### src/rtl/priority_arbiter4.sv
// ----------------------------------------------------------------------------
// priority_arbiter4
//
// Four-requester arbiter. The key for each requester is {request, age,
// priority}, and the largest key wins. Ties are broken in a two-level tree:
// pair (0,1) favours 1, pair (2,3) favours 3, and the final stage favours the
// (2,3) winner. An owner keeps its grant while it requests. After HOLD_MAX
// consecutive grant cycles with someone else waiting, the grant is forcibly
// revoked, and one idle cycle follows before the next arbitration.
//
// Ports
//   clk        rising-edge clock
//   rst_n      asynchronous active-low reset
//   I_Req      per-requester request level (bit i = requester i)
//   I_Pri0..3  static priority of each requester
//   O_Grant    registered one-hot grant (zero when no owner)
//   O_Owner    registered owner index, valid while O_Busy=1
//   O_Busy     registered, OR of O_Grant
//   O_Revoke   registered one-cycle pulse on forced revocation
// ----------------------------------------------------------------------------
module priority_arbiter4 #(
    parameter int unsigned WIDTH_PRI = 4,
    parameter int unsigned WIDTH_AGE = 3,
    parameter int unsigned HOLD_MAX  = 16
) (
    input  logic                 clk,
    input  logic                 rst_n,
    input  logic [3:0]           I_Req,
    input  logic [WIDTH_PRI-1:0] I_Pri0,
    input  logic [WIDTH_PRI-1:0] I_Pri1,
    input  logic [WIDTH_PRI-1:0] I_Pri2,
    input  logic [WIDTH_PRI-1:0] I_Pri3,
    output logic [3:0]           O_Grant,
    output logic [1:0]           O_Owner,
    output logic                 O_Busy,
    output logic                 O_Revoke
);

    localparam int unsigned KeyW  = 1 + WIDTH_AGE + WIDTH_PRI;
    localparam int unsigned HoldW = (HOLD_MAX > 2) ? $clog2(HOLD_MAX) : 1;
    localparam logic [HoldW-1:0]     HoldLast = HoldW'(HOLD_MAX - 1);
    localparam logic [WIDTH_AGE-1:0] AgeMax   = '1;

    typedef enum logic [1:0] {
        StIdle,
        StGrant,
        StRevoke
    } state_e;

    state_e               r_state, w_state_d;
    logic [3:0]           r_grant, w_grant_d;
    logic [1:0]           r_owner, w_owner_d;
    logic                 r_busy;
    logic                 r_revoke, w_revoke_d;
    logic [HoldW-1:0]     r_hold, w_hold_d;
    logic [WIDTH_AGE-1:0] r_age [4];
    logic [WIDTH_AGE-1:0] w_age_d [4];

    logic [WIDTH_PRI-1:0] w_pri [4];
    logic [KeyW-1:0]      w_key [4];
    logic [1:0]           w_win01, w_win23, w_winner;
    logic [KeyW-1:0]      w_key01, w_key23;
    logic                 w_others;

    assign w_pri[0] = I_Pri0;
    assign w_pri[1] = I_Pri1;
    assign w_pri[2] = I_Pri2;
    assign w_pri[3] = I_Pri3;

    // The request bit is the key MSB, so any requester outranks every idle one.
    always_comb begin
        for (int i = 0; i < 4; i++) begin
            w_key[i] = {I_Req[i], r_age[i], w_pri[i]};
        end
    end

    // Tie-break tree: >= on the higher index makes ties favour 1, 3 and the (2,3) side.
    always_comb begin
        w_win01  = (w_key[1] >= w_key[0]) ? 2'd1 : 2'd0;
        w_key01  = (w_key[1] >= w_key[0]) ? w_key[1] : w_key[0];
        w_win23  = (w_key[3] >= w_key[2]) ? 2'd3 : 2'd2;
        w_key23  = (w_key[3] >= w_key[2]) ? w_key[3] : w_key[2];
        w_winner = (w_key23 >= w_key01) ? w_win23 : w_win01;
    end

    assign w_others = |(I_Req & ~r_grant);

    always_comb begin
        w_state_d  = r_state;
        w_grant_d  = r_grant;
        w_owner_d  = r_owner;
        w_hold_d   = r_hold;
        w_revoke_d = 1'b0;
        unique case (r_state)
            StIdle: begin
                w_grant_d = 4'b0000;
                if (|I_Req) begin
                    w_grant_d = 4'b0001 << w_winner;
                    w_owner_d = w_winner;
                    w_hold_d  = '0;
                    w_state_d = StGrant;
                end
            end
            StGrant: begin
                // A drop wins over a simultaneous timeout: no revoke pulse.
                if (!I_Req[r_owner]) begin
                    w_grant_d = 4'b0000;
                    w_state_d = StIdle;
                end else if (r_hold == HoldLast) begin
                    // Saturated: the grant is kept until somebody else asks.
                    if (w_others) begin
                        w_grant_d  = 4'b0000;
                        w_revoke_d = 1'b1;
                        w_state_d  = StRevoke;
                    end
                end else begin
                    w_hold_d = r_hold + 1'b1;
                end
            end
            StRevoke: begin
                w_grant_d = 4'b0000;
                w_state_d = StIdle;
            end
            default: begin
                w_grant_d = 4'b0000;
                w_state_d = StIdle;
            end
        endcase
    end

    // Ages clear while idle or owning (current or incoming), otherwise saturate upward.
    always_comb begin
        for (int i = 0; i < 4; i++) begin
            w_age_d[i] = r_age[i];
            if (!I_Req[i] || r_grant[i] || w_grant_d[i]) begin
                w_age_d[i] = '0;
            end else if (r_age[i] != AgeMax) begin
                w_age_d[i] = r_age[i] + 1'b1;
            end
        end
    end

    always_ff @(posedge clk or negedge rst_n) begin
        if (!rst_n) begin
            r_state  <= StIdle;
            r_grant  <= 4'b0000;
            r_owner  <= 2'd0;
            r_busy   <= 1'b0;
            r_revoke <= 1'b0;
            r_hold   <= '0;
            for (int i = 0; i < 4; i++) begin
                r_age[i] <= '0;
            end
        end else begin
            r_state  <= w_state_d;
            r_grant  <= w_grant_d;
            r_owner  <= w_owner_d;
            r_busy   <= |w_grant_d;
            r_revoke <= w_revoke_d;
            r_hold   <= w_hold_d;
            for (int i = 0; i < 4; i++) begin
                r_age[i] <= w_age_d[i];
            end
        end
    end

    assign O_Grant  = r_grant;
    assign O_Owner  = r_owner;
    assign O_Busy   = r_busy;
    assign O_Revoke = r_revoke;

endmodule

### config.mk
export PLATFORM = sky130hd
export DESIGN_NAME = priority_arbiter4
export DESIGN_NICKNAME = d
export VERILOG_FILES = /design/src/rtl/priority_arbiter4.sv
export SDC_FILE = /design/constraint.sdc
export NUM_CORES = 1
export LEC_CHECK = 0
export ABC_AREA = 0
export CAP_MARGIN = 20
export CORE_MARGIN = 10
export CORE_UTILIZATION = 28
export DETAILED_ROUTE_END_ITERATION = 7
export PLACE_DENSITY = 0.45
export SLEW_MARGIN = 20
export SYNTH_ARGS = -nofsm -noshare
export SYNTH_HDL_FRONTEND = slang
export SYNTH_SLANG_ARGS = --single-unit
### constraint.sdc
create_clock -name clk -period 2.78 [get_ports clk]
set_clock_uncertainty 0.05 [all_clocks]
set_input_delay 0.278 -clock clk [delete_from_list [all_inputs] [get_ports clk]]
set_output_delay 0.278 -clock clk [all_outputs]
set_load 0.01 [all_outputs]
==> results of run 1 <==
## cells by family (layout without fill, tap and decap cells)
kind of cell	Yosys count	in the layout
AOI/OAI and AO/OA	39	39
xor gates and xnor gates	4	4
buffers and inverters	25	96
and+or+nand+nor	47	47
muxes	22	22
adders and majority gates	35	35
DFF	26	26
## critical path: stages
cell	delay (ns)
buf_6	0.09
buf_6	0.12
inv_12	0.04
ha_4	0.17
nand2b_4	0.12
a2111o_1	0.44
a31oi_4	0.19
buf_6	0.15
mux2_4	0.31
ha_4	0.17
nor4_4	0.27
o21ai_2	0.10
buf_4	0.15
nand3_4	0.09
buf_6	0.11
nand2_4	0.06
a32o_1	0.22
## area by class of cell
cell class | instances | area (um^2) | share of cell area, %
multi-input combinational | 147 | 1710 | 51.8
sequential | 26 | 651 | 19.7
timing repair buffer | 70 | 649 | 19.7
tap | 99 | 124 | 3.75
inverter | 22 | 95.1 | 2.88
clock buffer | 3 | 41.3 | 1.25
clock inverter | 1 | 30.0 | 0.909
## stage by stage
step	cells	area [um^2]	hold slack, ns	utilization (%)
after floorplan	198	2140	-0.0676	-
after global placement	357	2800	0.453	38.8
after detailed placement	357	2800	0.463	38.8
after CTS	364	3050	0.331	42.3
after global routing	368	3300	0.342	45.8
final	368	3300	0.317	45.8
## synthesized netlist by cell type (2+ instances only)
cell type	instances	area [um^2]
a2111o_1	2	22.5
nor2_1	2	7.51
nand2_1	9	33.8
o21ai_0	7	35.0
a211oi_1	2	15.0
xor2_1	4	35.0
inv_1	22	82.6
and3_1	2	12.5
ha_1	35	438
nand2b_1	6	37.5
o211ai_1	3	22.5
a21oi_1	6	30.0
a311oi_1	3	26.3
nand4b_1	2	17.5
mux2_4	3	45.0
a211oi_2	2	25.0
nor2b_1	3	18.8
mux2_2	3	33.8
a211o_1	2	17.5
nor3_1	10	50.1
a21o_1	4	30.0
nand3_1	5	25.0
mux2i_1	15	150
dfrtp_1	26	651
## what timing repair did
action                     CTS  global route
resized for setup           60            45
hold endpoints to repair     0             0
pin swaps                   29            25
setup endpoints to repair   18            18
buffers inserted             4             4
## metal layers
metal  track usage (%)  wire length, um  part of all wire, %
met5                 0                0                    0
met4              2.61               60                  1.1
met2              15.3             2370                   44
met3              1.45              164                  3.1
met1              13.4             2780                   52
## sequential cells by signal (all words and copies together), names as in the netlist
name      flops
r_age        12
r_state       2
r_hold        4
O_Revoke      1
O_Busy        1
O_Grant       4
O_Owner       2
## layout by cell type (no fill, tap or decap), types with 3 or more instances in the layout
master	synthesis	final
a21o_1	4	4
a21oi_1	6	3
a21oi_2	0	3
buf_4	1	30
buf_6	1	10
clkbuf_8	0	3
clkdlybuf4s50_1	0	10
dfrtp_1	26	26
dlygate4sd2_1	0	9
dlymetal6s2s_1	0	5
ha_1	35	20
ha_2	0	3
ha_4	0	12
inv_1	22	14
inv_2	0	7
mux2_4	3	6
mux2i_1	15	9
mux2i_4	0	4
nand2_1	9	7
nand2b_1	6	5
nand3_1	5	4
nor2b_1	3	3
nor3_1	10	3
nor3_2	1	6
o211ai_1	3	3
o21ai_2	0	3
xor2_1	4	4
## where the power goes
| part | internal, mW | total (mW) | switching [mW] |
|---|---|---|---|
| sequential | 0.507 | 0.605 | 0.0980 |
| clock | 0.193 | 0.310 | 0.117 |
| combinational | 1.35 | 2.51 | 1.16 |
| total | 2.05 | 3.42 | 1.37 |
## worst paths after layout
kind                       startpoint          to  slack [ns]  cells past startpoint
setup / recovery            I_Pri3[0]  O_Grant[2]       -0.18                     17
hold / removal                  rst_n   r_age[11]        0.32                      2
setup reg to reg             r_age[5]  O_Grant[2]       -0.14                     15
hold reg to reg             r_hold[3]   r_hold[3]        0.48                      1
max in group asynchronous       rst_n   r_hold[2]        2.11                      2
min in group clk            r_hold[3]   r_hold[3]        0.48                      1
==> impl_metrics.json, run 1 <==
{
  "status": "complete, but fails checks",
  "violations": "negative setup slack",
  "drive_gt1_share_pct": 43.5,
  "synth_edf_count": 0,
  "hold_viol_final": 0,
  "core_area_um2": 7210,
  "vias_per_cell": 4.64,
  "areaGrowthSynthToFinish_pct": 59.5,
  "yosys_warnings": 0,
  "avgSynthCellArea_um2": 10.5,
  "fin_setup_tns_ns": -2.38,
  "die-area_um2": 11200,
  "grt-ovfl-total": 0,
  "place_ws_ns": -0.917,
  "wl_mm": 5.38,
  "synth-seq-area-share_pct": 31.4,
  "route.detailed.drc": 0,
  "setup_slack_ns": -0.185,
  "syn_area_um2": 2070,
  "die_h_um": 106,
  "yosys.area_share.simple_pct": 13.5,
  "synth-seq-cells": 26,
  "finalCriticalPeriod_ns": 2.96,
  "n_antenna_cell": 0,
  "synth_top_family_by_area": "adder cells",
  "setup_viol": 17,
  "maxCapViolCount": 0,
  "drt_first_pass_iters": 3,
  "rsz0062_at_grt": "true",
  "slew_violations": 0,
  "drtIter0Drc": 20,
  "synth_nets": 255,
  "critPathKind": "primary input to flip-flop",
  "synth_adder_area_share_pct": 21.1,
  "cts_buffer_depth": 2,
  "worst_pin_slew_ns": 0.394,
  "worstSkewPairLatency_ns": 0.27,
  "start_util_pct": 28.7,
  "dpl.hpwl_mm": 4.24,
  "power_mw": 3.42,
  "grt_max_degree": 27,
  "synth_xor_area_share_pct": 1.69,
  "min_period_over_period_pct": 107,
  "crit_path_start_kind": "primary input",
  "grt_first_pass_wirelength_mm": 9.03,
  "cp_data_arrival_time_ns": 3.08,
  "die_w_um": 106,
  "cts.sinks": 26,
  "h-tree-depth": 1,
  "antenna_found_initial": 0,
  "cts-buffers-inserted": 3,
  "critPathCaptureType": "flip-flop",
  "portBuffers": 29,
  "wl_per_cell_um": 14.6,
  "synth-compound-area-share_pct": 15.0,
  "clk_pin_slew_worst_paths_ns": 0.09,
  "crit_fanout": 4,
  "gp_congestion": 0.727,
  "p_per_area_nw_per_um2": 1040,
  "max_slew_margin_pct": 73.4,
  "detail-route-antenna-nets": 0,
  "cts_hold_buf": 0,
  "root_buffer": "clkbuf_8",
  "peakVddDrop_uv": 455,
  "muxShareOfSynthArea_pct": 12.1,
  "ys_async_sr_fraction_pct": 100,
  "synth_cells": 198,
  "synth_cell_type_count": 44,
  "fmax_ghz": 0.337,
  "cts_tree": "yes",
  "min_path_type": "primary input to async pin",
  "critPathRequiredTime_ns": 2.89,
  "grt_pass1_vias": 1832,
  "rows": 31,
  "num_vias": 1707,
  "synthFlopType": "dfrtp_1",
  "track_usage_pct": 9.68,
  "power.leakage_nw": 1.52,
  "fillCellCount": 683,
  "nNetsFinal": 327,
  "ioPinCount": 30
}
No activity file was read; power rests on OpenSTA's default activity.
==> inputs of run 2 (changes only) <==
Settings changed: PLACE_DENSITY 0.45 to 0.58.
==> impl_metrics.json, run 2 (same netlist as run 1, synthesis figures left out) <==
{
  "wl_mm": 5.61,
  "ioPinCount": 30,
  "crit_path_start_kind": "primary input",
  "areaGrowthSynthToFinish_pct": 59.0,
  "nNetsFinal": 332,
  "die-area_um2": 11200,
  "route.detailed.drc": 0,
  "wl_per_cell_um": 15.0,
  "grt_max_degree": 27,
  "place_ws_ns": -0.904,
  "vias_per_cell": 4.71,
  "start_util_pct": 28.7,
  "cts_buffer_depth": 2,
  "critPathCaptureType": "flip-flop",
  "drive_gt1_share_pct": 43.8,
  "largest_reg_flops": 12,
  "cts_tree": "yes",
  "peakVddDrop_uv": 520,
  "p_per_area_nw_per_um2": 1020,
  "layout_common_cells": "36 x buf_4, 26 x dfrtp_1, 21 x ha_1, 14 x inv_1",
  "grt_pass1_vias": 1876,
  "min_period_over_period_pct": 106,
  "track_usage_pct": 9.98,
  "worst_pin_slew_ns": 0.340,
  "power_mw": 3.36,
  "cts-buffers-inserted": 3,
  "fin_setup_tns_ns": -2.35,
  "max_slew_margin_pct": 77.3,
  "rows": 31,
  "clk_pin_slew_worst_paths_ns": 0.09,
  "mostFrequentLayoutCell": "buf_4",
  "min_path_type": "primary input to async pin",
  "drt_first_pass_iters": 4,
  "grt-ovfl-total": 0,
  "worstSkewPairLatency_ns": 0.28,
  "portBuffers": 29,
  "top_register": "r_age",
  "violations": "negative setup slack",
  "maxCapViolCount": 0,
  "critPathKind": "primary input to flip-flop",
  "grt_first_pass_wirelength_mm": 9.36,
  "h-tree-depth": 1,
  "cts.sinks": 26,
  "status": "complete, but fails checks",
  "cts_hold_buf": 0,
  "slew_violations": 0,
  "n_antenna_cell": 0,
  "die_w_um": 106,
  "fmax_ghz": 0.339,
  "critPathRequiredTime_ns": 2.88,
  "crit_start": "I_Pri3[0]",
  "power.leakage_nw": 1.55,
  "antenna_found_initial": 0,
  "hold_viol_final": 0,
  "postLayoutCellArea_um2": 3290,
  "finalCriticalPeriod_ns": 2.95,
  "setup_slack_ns": -0.173,
  "core_area_um2": 7210,
  "detail-route-antenna-nets": 0,
  "rsz0062_at_grt": "true",
  "drtIter0Drc": 39,
  "crit_fanout": 5,
  "die_h_um": 106,
  "root_buffer": "clkbuf_8",
  "setup_viol": 18,
  "gp_congestion": 0.759,
  "cp_data_arrival_time_ns": 3.06,
  "dpl.hpwl_mm": 4.22,
  "num_vias": 1755,
  "worstReg2RegStart": "r_age[5]",
  "postPlaceCellArea_um2": 2810
}
-- run 2: cell count changes in the layout (fill, tap and decap cells not counted), sizes merged --
cell and change:
buf +4, dlymetal6s2s +1
-- run 2: path summary, 6_finish.rpt --
path / end / slack (ns) / cells after the start
min in group clk: r_hold[3] / 0.47 / 1
worst min-delay path: r_age[5] / 0.31 / 2
worst min register to register: r_hold[3] / 0.47 / 1
worst max-delay path: r_age[7] / -0.17 / 15
max in group asynchronous: r_age[7] / 2.11 / 2
worst max register to register: r_age[7] / -0.13 / 13
-- run 2: power breakdown --
part	total, mW	switching [mW]	leakage [nW]	internal (mW)
combinational	2.44	1.14	1.17	1.30
sequential	0.604	0.0971	0.343	0.506
clock	0.315	0.122	0.0357	0.193
-- run 2: cell type report --
cell class / count / area (um^2)
clock buffer: 3 / 41.3
inverter: 22 / 95.1
multi-input combinational: 147 / 1680
sequential: 26 / 651
clock inverter: 1 / 30.0
fill: 679 / 3920
timing repair buffer: 75 / 674
tap: 99 / 124
-- run 2: repair_timing --
action,in CTS,in global routing
gates resized for setup,49,48
setup buffers,5,4
endpoints found under the setup margin,18,18
endpoints found under the hold margin,0,0
pin swaps,24,28
gates cloned,0,0
-- run 2: per-stage QoR --
step,utilization [%],std cells,hold WS (ns)
3_3_place_gp,38.9,360,0.452
3_5_place_dp,38.9,360,0.455
2_1_floorplan,-,198,-0.0676
4_1_cts,42.4,369,0.319
6_report,45.6,373,0.311
5_1_grt,45.6,373,0.343
-- run 2: per-layer routing --
| layer | GRT usage [%] | vias up | share of wire, % |
|---|---|---|---|
| li1 | - | 883 | - |
| met1 | 13.4 | 829 | 49 |
| met2 | 15.7 | 38 | 45 |
| met3 | 2.23 | 5 | 5.0 |
| met4 | 2.61 | 0 | 0.96 |
| met5 | 0 | - | 0 |
-- run 2: worst max-delay path, cell delays in order --
cell and delay [ns]:
buf_6 0.09, buf_6 0.12, inv_12 0.04, ha_4 0.18
nand2b_4 0.12, a2111o_1 0.44, a31oi_4 0.20, buf_6 0.14
mux2_4 0.31, ha_4 0.17, nor4_4 0.27, o21ai_2 0.10
and3_4 0.19, nor3_4 0.31, nor3_2 0.09
